**config.mk**
```make
export PLATFORM = sky130hd
export DESIGN_NAME = hawk_axird_arb
export DESIGN_NICKNAME = d
export VERILOG_FILES = /design/src/rtl/hawk_axird_arb.sv
export SDC_FILE = /design/constraint.sdc
export NUM_CORES = 1
export LEC_CHECK = 0
export ABC_CLOCK_PERIOD_IN_PS = 6500
export BUFFER_PORTS_ARGS = -buffer_cell sky130_fd_sc_hd__buf_2
export CAP_MARGIN = 40
export CORE_AREA = 2 2 501 503
export DETAILED_ROUTE_END_ITERATION = 10
export DIE_AREA = 0 0 503 505
export SYNTH_ARGS = -nofsm -noshare
export SYNTH_HDL_FRONTEND = slang
export SYNTH_SLANG_ARGS = --single-unit
```
**constraint.sdc**
```tcl
create_clock -name clk -period 6.5 [get_ports clk]
set_input_delay 1.625 -clock clk [delete_from_list [all_inputs] [get_ports clk]]
set_output_delay 1.625 -clock clk [all_outputs]
set_load 0.01 [all_outputs]
```
**src/rtl/hawk_axird_arb.sv**
```systemverilog
// hawk_axird_arb: N-to-1 AXI read arbiter; one AR in flight to the slave at a time,
// R bursts routed back in issue order through a master-index FIFO.
module hawk_axird_arb #(
  parameter int NUM_MSTR  = 2,
  parameter int ADDR_W    = 64,
  parameter int ID_W      = 6,
  parameter int DATA_W    = 512,
  parameter int MAX_OUTST = 8,
  parameter int ARB_MODE  = 1
) (
  input  logic                     clk,
  input  logic                     rst,
  input  logic [NUM_MSTR-1:0]      s_arvalid,
  output logic [NUM_MSTR-1:0]      s_arready,
  input  logic [NUM_MSTR-1:0]      s_stall,
  input  logic [NUM_MSTR*ADDR_W-1:0] s_araddr,
  input  logic [NUM_MSTR*ID_W-1:0] s_arid,
  input  logic [NUM_MSTR*8-1:0]    s_arlen,
  output logic [NUM_MSTR-1:0]      s_rvalid,
  input  logic [NUM_MSTR-1:0]      s_rready,
  output logic [DATA_W-1:0]        s_rdata,
  output logic [1:0]               s_rresp,
  output logic [ID_W-1:0]          s_rid,
  output logic                     s_rlast,
  output logic                     m_arvalid,
  input  logic                     m_arready,
  output logic [ADDR_W-1:0]        m_araddr,
  output logic [ID_W-1:0]          m_arid,
  output logic [7:0]               m_arlen,
  input  logic                     m_rvalid,
  input  logic [DATA_W-1:0]        m_rdata,
  input  logic [1:0]               m_rresp,
  input  logic [ID_W-1:0]          m_rid,
  input  logic                     m_rlast,
  output logic                     m_rready,
  output logic [$clog2(MAX_OUTST):0] outst_cnt,
  output logic                     busy
);
  localparam int IW = $clog2(NUM_MSTR);
  localparam int PW = MAX_OUTST > 1 ? $clog2(MAX_OUTST) : 1;
  localparam int CW = $clog2(MAX_OUTST) + 1;
  typedef enum logic {IDLE, ISSUE} state_t;
  state_t state, state_d;
  logic [IW-1:0] ptr, win, head_m;
  logic [IW-1:0] route [MAX_OUTST];
  logic [PW-1:0] wr_ptr, rd_ptr;
  logic [CW-1:0] cnt;
  logic [NUM_MSTR-1:0] elig;
  logic accept, empty, full, pop;
  int idx;
  assign elig      = s_arvalid & ~s_stall;
  assign empty     = cnt == '0;
  assign full      = cnt == CW'(MAX_OUTST);
  assign accept    = state == IDLE && |elig && !full;
  assign head_m    = route[rd_ptr];
  assign m_rready  = !empty && s_rready[head_m];
  assign pop       = !empty && m_rvalid && m_rready && m_rlast;
  assign m_arvalid = state == ISSUE;
  assign outst_cnt = cnt;
  assign busy      = !empty || m_arvalid;
  assign s_rdata   = m_rdata;
  assign s_rresp   = m_rresp;
  assign s_rid     = m_rid;
  assign s_rlast   = m_rlast;
  // Scan from farthest to nearest so the candidate closest to the start point wins.
  always_comb begin
    win = '0;
    idx = 0;
    for (int k = NUM_MSTR - 1; k >= 0; k--) begin
      idx = ARB_MODE == 1 ? (int'(ptr) + k) % NUM_MSTR : k;
      if (elig[IW'(idx)]) win = IW'(idx);
    end
  end
  always_comb begin
    s_arready = '0;
    s_rvalid  = '0;
    if (accept) s_arready[win] = 1'b1;
    if (!empty) s_rvalid[head_m] = m_rvalid;
  end
  always_comb state_d = state == IDLE ? (accept ? ISSUE : IDLE) : (m_arready ? IDLE : ISSUE);
  always_ff @(posedge clk or posedge rst)
    if (rst) begin
      state    <= IDLE;
      ptr      <= '0;
      wr_ptr   <= '0;
      rd_ptr   <= '0;
      cnt      <= '0;
      m_araddr <= '0;
      m_arid   <= '0;
      m_arlen  <= '0;
    end else begin
      state <= state_d;
      cnt   <= cnt + CW'(accept) - CW'(pop);
      if (accept) begin
        m_araddr <= s_araddr[int'(win)*ADDR_W +: ADDR_W];
        m_arid   <= s_arid[int'(win)*ID_W +: ID_W];
        m_arlen  <= s_arlen[int'(win)*8 +: 8];
        ptr      <= int'(win) == NUM_MSTR - 1 ? '0 : win + 1'b1;
        wr_ptr   <= wr_ptr + 1'b1;
      end
      if (pop) rd_ptr <= rd_ptr + 1'b1;
    end
  // Routing entries are qualified by the reset-cleared pointers, so they need no reset.
  always_ff @(posedge clk)
    if (accept) route[wr_ptr] <= win;
endmodule

```
==> metrics, run 1 <==
multiplexer share of the synthesized area 1.49%; Fin Hold WS 0.518 ns; top-count cell post-synth buf_4; Yosys warning count 0; Worst-path clk slew 0.10 ns; vias 6378; Avg Cell Area, Syn 8.75 um^2; initial antenna violation count 79; Slew Viols, Final 0; Finished Core Util 4.14%; Post-synth EDFFs 8; nets 1375; clock latency on the worst-skew pair 0.45 ns; # Post-CTS Setup Buffers 0; CP Class input pin to output pin; fraction of layout cells with a size suffix above 1 42.4%; effective utilization at floorplan 3.38%; Mapped Area 0.00838 mm^2; P_sw 0.00161 W; Design Power 0.00333 W; Post-Synthesis Cells 958; Net Sw Frac 48.5%; Synth Net Count 1654; Pre-antenna DRT Iters 5; Slew HR 44.7%; Least-Margin Pin Slew 0.830 ns; Post-synth top cells 521 x buf_4, 90 x dfrtp_1, 85 x nand2_1; initial drt markers 675; Core ar. 0.248 mm^2; post-synthesis adder-cell area fraction 1.43%; first-pass GRT wire length 164 mm; vias in the first global route 5792; GRT Total Usage 11.5%; Final Hold Vio Count 0; post-synthesis xor/xnor area fraction 0.627%; Main synth FF type dfrtp_1; Pint 0.00171 W; crit end category output pin; HP Class flop to flop; status complete, no violations; crit path max fanout 26; Num Clock Sinks 98; total negative slack 0 ns; Avg Vias per Cell 1.57; Seq/Total Area, Yosys 29.7%; total CTS buffers 9; Worst Path Arrival 2.88 ns; CTS root buf clkbuf_16; WL final 151 mm; Area contributors post-synth buf_4 47%, dfrtp_1 27%, a22oi_1 7.0%; number of max-cap violations 0; register bit total from synthesis 98; port bufs 256; ANT nets after route 0; H-tree Lvls 3; Post-DP HPWL 142 mm; Leak Pwr 3.27 nW; row cnt 183; CTS Buffer Depth 2; gpl congestion 0.836; Worst Path Required 4.88 ns; Ports 1297; die area 0.254 mm^2; Final period util 69.3%; grt total ovfl 0; Die Y 505 um; Clk network pwr share 20.5%; maximum vdd ir drop 0.000121 V; Logic pwr share 46.5%; Worst Setup Start Kind input pin; largest net degree at the start of global routing 52; DRC viols 0; fin crit period 4.50 ns; CTS Hold Bufs 0; biggest area consumer among synthesized cells buf_4; ys async rst share 91.8%; Die W 503 um; fmax 222 MHz; DR WL/cell 37.4 um; post-synthesis compound-gate area fraction 7.80%; post-cts gate resize count 0; Setup Viol. Count Final 0; main combinational cell family by area after synthesis buffers and inverters; CTS tree done; total power per unit cell area 324 mW/mm^2; Sequential Power Share 33.0%; Synth top area share 46.6%; worst clock skew 0.0244 ns; post-synthesis simple-gate area fraction 10.1%; synth-to-layout area growth 22.5%; unrepaired setup endpoints after global routing false; post-synthesis cell type count 35
-- worst max-delay path, stage by stage --
cell and delay, ns:
buf_2 0.10, nand2b_1 0.17, a221oi_4 0.38, inv_6 0.18, nor2_1 0.16, buf_2 0.25
-- power by group through the flow --
stage               Clock [W]  Combinational [W]  Sequential [W]
CTS                  0.000756            0.00162         0.00109
global placement            0            0.00158         0.00110
global route         0.000747            0.00168         0.00113
detailed placement          0            0.00162         0.00111
finish               0.000682            0.00155         0.00110
floorplan                   0           0.000932         0.00119
-- layout by cell type, fill, tap and decap left out, types with 3 or more instances in the layout --
cell,n
nor2_1,4
clkbuf_16,9
nand4_1,4
ha_1,8
edfxtp_1,8
xor2_1,3
a22oi_1,78
nand2_1,85
diode_2,37
nand3_1,79
inv_1,9
dfrtp_1,90
xnor2_1,3
buf_4,10
inv_6,4
buf_2,256
-- through the flow --
| step | cells | instance area, um^2 | worst slack (ns) |
|---|---|---|---|
| global route | 4035 | 10200 | 1.94 |
| CTS | 4014 | 10200 | 2.00 |
| floorplan | 958 | 8380 | 2.22 |
| finish | 4051 | 10300 | 2.00 |
| global placement | 3998 | 9880 | 2.02 |
| detailed placement | 3998 | 9880 | 2.01 |
-- kinds of logic (layout without fill, tap and decap cells) --
family / after synthesis / after routing
fa+ha+maj: 9 / 9
mux: 7 / 7
compound gates: 85 / 85
xor+xnor: 6 / 6
flops: 98 / 98
other cells: 0 / 37
simple gates: 186 / 186
buf+inv: 567 / 293
-- layout make-up --
class | count | area (um^2)
repair buffers | 266 | 1360
clock buffers | 9 | 225
flip-flops and latches | 98 | 2490
multi-input cells | 293 | 1810
inverters | 11 | 51.3
clock inverters | 7 | 78.8
diodes | 37 | 92.6
fillers | 29600 | 238000
well taps | 3330 | 4170
-- path summary, 6_finish.rpt --
path	slack, ns	cells past startpoint	endpoint	start
max	2.00	6	s_arready[0]	s_stall[0]
min	0.52	2	m_arid[5]	m_arid[5]
max reg2reg	3.63	6	m_araddr[43]	ptr
min reg2reg	0.52	2	m_arid[5]	m_arid[5]
max in group asynchronous	4.03	3	outst_cnt[0]	rst
min in group asynchronous	1.34	2	m_araddr[35]	rst
-- sequential cells by signal (all words and copies together) (netlist names) --
register / cells
m_araddr: 64
m_arid: 6
m_arlen: 8
m_arvalid: 1
outst_cnt: 4
ptr: 1
rd_ptr: 3
route: 8
wr_ptr: 3
-- metal layers --
layer	track usage [%]	up-vias	routed length, um
met4	5.03	46	6990
met5	0.209	-	363
met2	16.7	1225	63100
met3	21.1	407	59700
li1	-	2113	-
met1	4.68	2587	21200
No activity file was read; power rests on OpenSTA's default activity.
==> run 2, diff against run 1 <==
==> config.mk (replaced) <==
export PLATFORM = sky130hd
export DESIGN_NAME = hawk_axird_arb
export DESIGN_NICKNAME = d
export VERILOG_FILES = /design/src/rtl/hawk_axird_arb.sv
export SDC_FILE = /design/constraint.sdc
export NUM_CORES = 1
export LEC_CHECK = 0
export ABC_CLOCK_PERIOD_IN_PS = 4000
export BUFFER_PORTS_ARGS = -buffer_cell sky130_fd_sc_hd__buf_2
export CAP_MARGIN = 40
export CORE_AREA = 2 2 499 501
export DETAILED_ROUTE_END_ITERATION = 10
export DIE_AREA = 0 0 501 503
export SYNTH_ARGS = -nofsm -noshare
export SYNTH_HDL_FRONTEND = slang
export SYNTH_SLANG_ARGS = --single-unit
==> constraint.sdc (replaced) <==
create_clock -name clk -period 4 [get_ports clk]
set_input_delay 1 -clock clk [delete_from_list [all_inputs] [get_ports clk]]
set_output_delay 1 -clock clk [all_outputs]
set_load 0.01 [all_outputs]
==> metrics, run 2 (synthesized netlist as in run 1, its figures left out) <==
Die Y 503 um; number of max-cap violations 0; crit path max fanout 5; hold path depth 1; fmax 301 MHz; CTS tree done; fraction of layout cells with a size suffix above 1 42.4%; unrepaired setup endpoints after global routing false; P_sw 0.00252 W; initial drt markers 487; effective utilization at floorplan 3.39%; CTS Buffer Depth 2; post-cts gate resize count 0; Core ar. 0.247 mm^2; biggest regs m_araddr: 64 flops, m_arlen: 8 flops, route: 8 flops; number of cells on the critical path 5; total negative slack 0 ns; Final Hold Vio Count 0; Final period util 83.1%; Sequential Power Share 34.1%; Setup Viol. Count Final 0; Register Area 0.00249 mm^2; most flop-heavy register m_araddr; Avg Vias per Cell 1.60; H-tree Lvls 3; Worst Path Required 3.00 ns; grt total ovfl 0; Logic pwr share 45.0%; clock latency on the worst-skew pair 0.45 ns; Net Sw Frac 47.5%; DRC viols 0; max FFs per register 64; critical path buffer and inverter count 1; initial antenna violation count 72; Worst R2R Path Depth 9; fin crit period 3.32 ns; vias 6300; Ports 1297; first-pass GRT wire length 153 mm; vias in the first global route 5895; GRT Total Usage 10.7%; Pint 0.00279 W; maximum vdd ir drop 0.000239 V; nets 1375; HP Class flop to flop; gpl congestion 0.785; Leak Pwr 3.27 nW; row cnt 183; Slew HR 31.1%; final std cell area, no fill 0.0101 mm^2; crit end category output pin; Worst Setup Start Kind flop; port bufs 256; commonest non-fill, non-tap cells in the layout 256 x buf_2, 90 x dfrtp_1, 85 x nand2_1; fillers 29300; Clk network pwr share 20.9%; Least-Margin Pin Slew 1.03 ns; Post-DP HPWL 131 mm; synth-to-layout area growth 20.9%; status complete, no violations; CTS Hold Bufs 0; Pre-antenna DRT Iters 6; DR WL/cell 35.7 um; Design Power 0.00530 W; Die W 501 um; die area 0.252 mm^2; Worst-path clk slew 0.12 ns; commonest non-fill, non-tap cell in the layout buf_2; Worst Path Arrival 2.32 ns; ANT nets after route 0; # Post-CTS Setup Buffers 0; area of the multi-input gates 0.00181 mm^2; total CTS buffers 9; total power per unit cell area 523 mW/mm^2; crit-path cells mux4_1 > mux2_4 > mux2i_1 > a21oi_1 > buf_2; largest net degree at the start of global routing 82; Worst path max stage delay 0.59 ns; CTS root buf clkbuf_16; Num Clock Sinks 98; CP Class flop to output pin; worst clock skew 0.0309 ns; Slew Viols, Final 0; WL final 141 mm; slowest cell on the critical path mux4_1; CP delay by family, top multiplexers; placed cell area 0.00977 mm^2
## run 2: changes by cell type in the layout (fill, tap and decap cells not counted)
cell	change
buf_12	+1
inv_8	+1
buf_4	-1
inv_6	-1
diode_2	-13
## run 2: final timing paths
path,startpoint,endpoint,slack [ns]
setup / recovery,rd_ptr[0],m_rready,0.68
min in group asynchronous,rst,m_araddr[15],0.59
max in group asynchronous,rst,m_araddr[61],2.65
hold / removal,rd_ptr[2],rd_ptr[2],0.50
hold reg to reg,rd_ptr[2],rd_ptr[2],0.50
setup reg to reg,rd_ptr[0],outst_cnt[3],1.18
## run 2: layout make-up
| class | instances | area share [%] |
|---|---|---|
| clock buffers | 9 | 2.22 |
| flip-flops and latches | 98 | 24.6 |
| inverters | 11 | 0.506 |
| multi-input cells | 293 | 17.9 |
| well taps | 3237 | 39.9 |
| clock inverters | 7 | 0.802 |
| repair buffers | 266 | 13.5 |
| diodes | 24 | 0.592 |
## run 2: worst reg2reg max path, delay by kind of cell, from the launching register on
kind	cells	cell delay [ns]
AO/OA/AOI/OAI	2	0.34
XOR/XNOR	1	0.20
adder cells (fa/ha/maj)	2	0.51
buffers and inverters	1	0.06
flip-flops	1	0.46
multiplexers	3	1.16
## run 2: per-layer routing
metal | global-route usage (%) | share of wire [%]
met1 | 4.29 | 14
met2 | 15.1 | 41
met3 | 19.0 | 38
met4 | 6.71 | 7.0
met5 | 0.742 | 0.45
## run 2: power groups by stage
stage / registers [W] / logic, W / clock network (W)
after floorplan: 0.00193 / 0.00151 / 0
after global placement: 0.00179 / 0.00239 / 0
after detailed placement: 0.00182 / 0.00246 / 0
after CTS: 0.00180 / 0.00247 / 0.00123
after global routing: 0.00186 / 0.00259 / 0.00122
final: 0.00181 / 0.00239 / 0.00111
## run 2: per-stage QoR
stage	instances	utilization (%)	worst slack, ns	hold slack (ns)
2_1_floorplan	958	-	0.665	0.450
3_3_place_gp	3905	3.96	0.774	0.466
3_5_place_dp	3905	3.96	0.771	0.490
4_1_cts	3921	4.08	0.624	0.510
5_1_grt	3937	4.10	0.607	0.533
6_report	3945	4.10	0.675	0.505
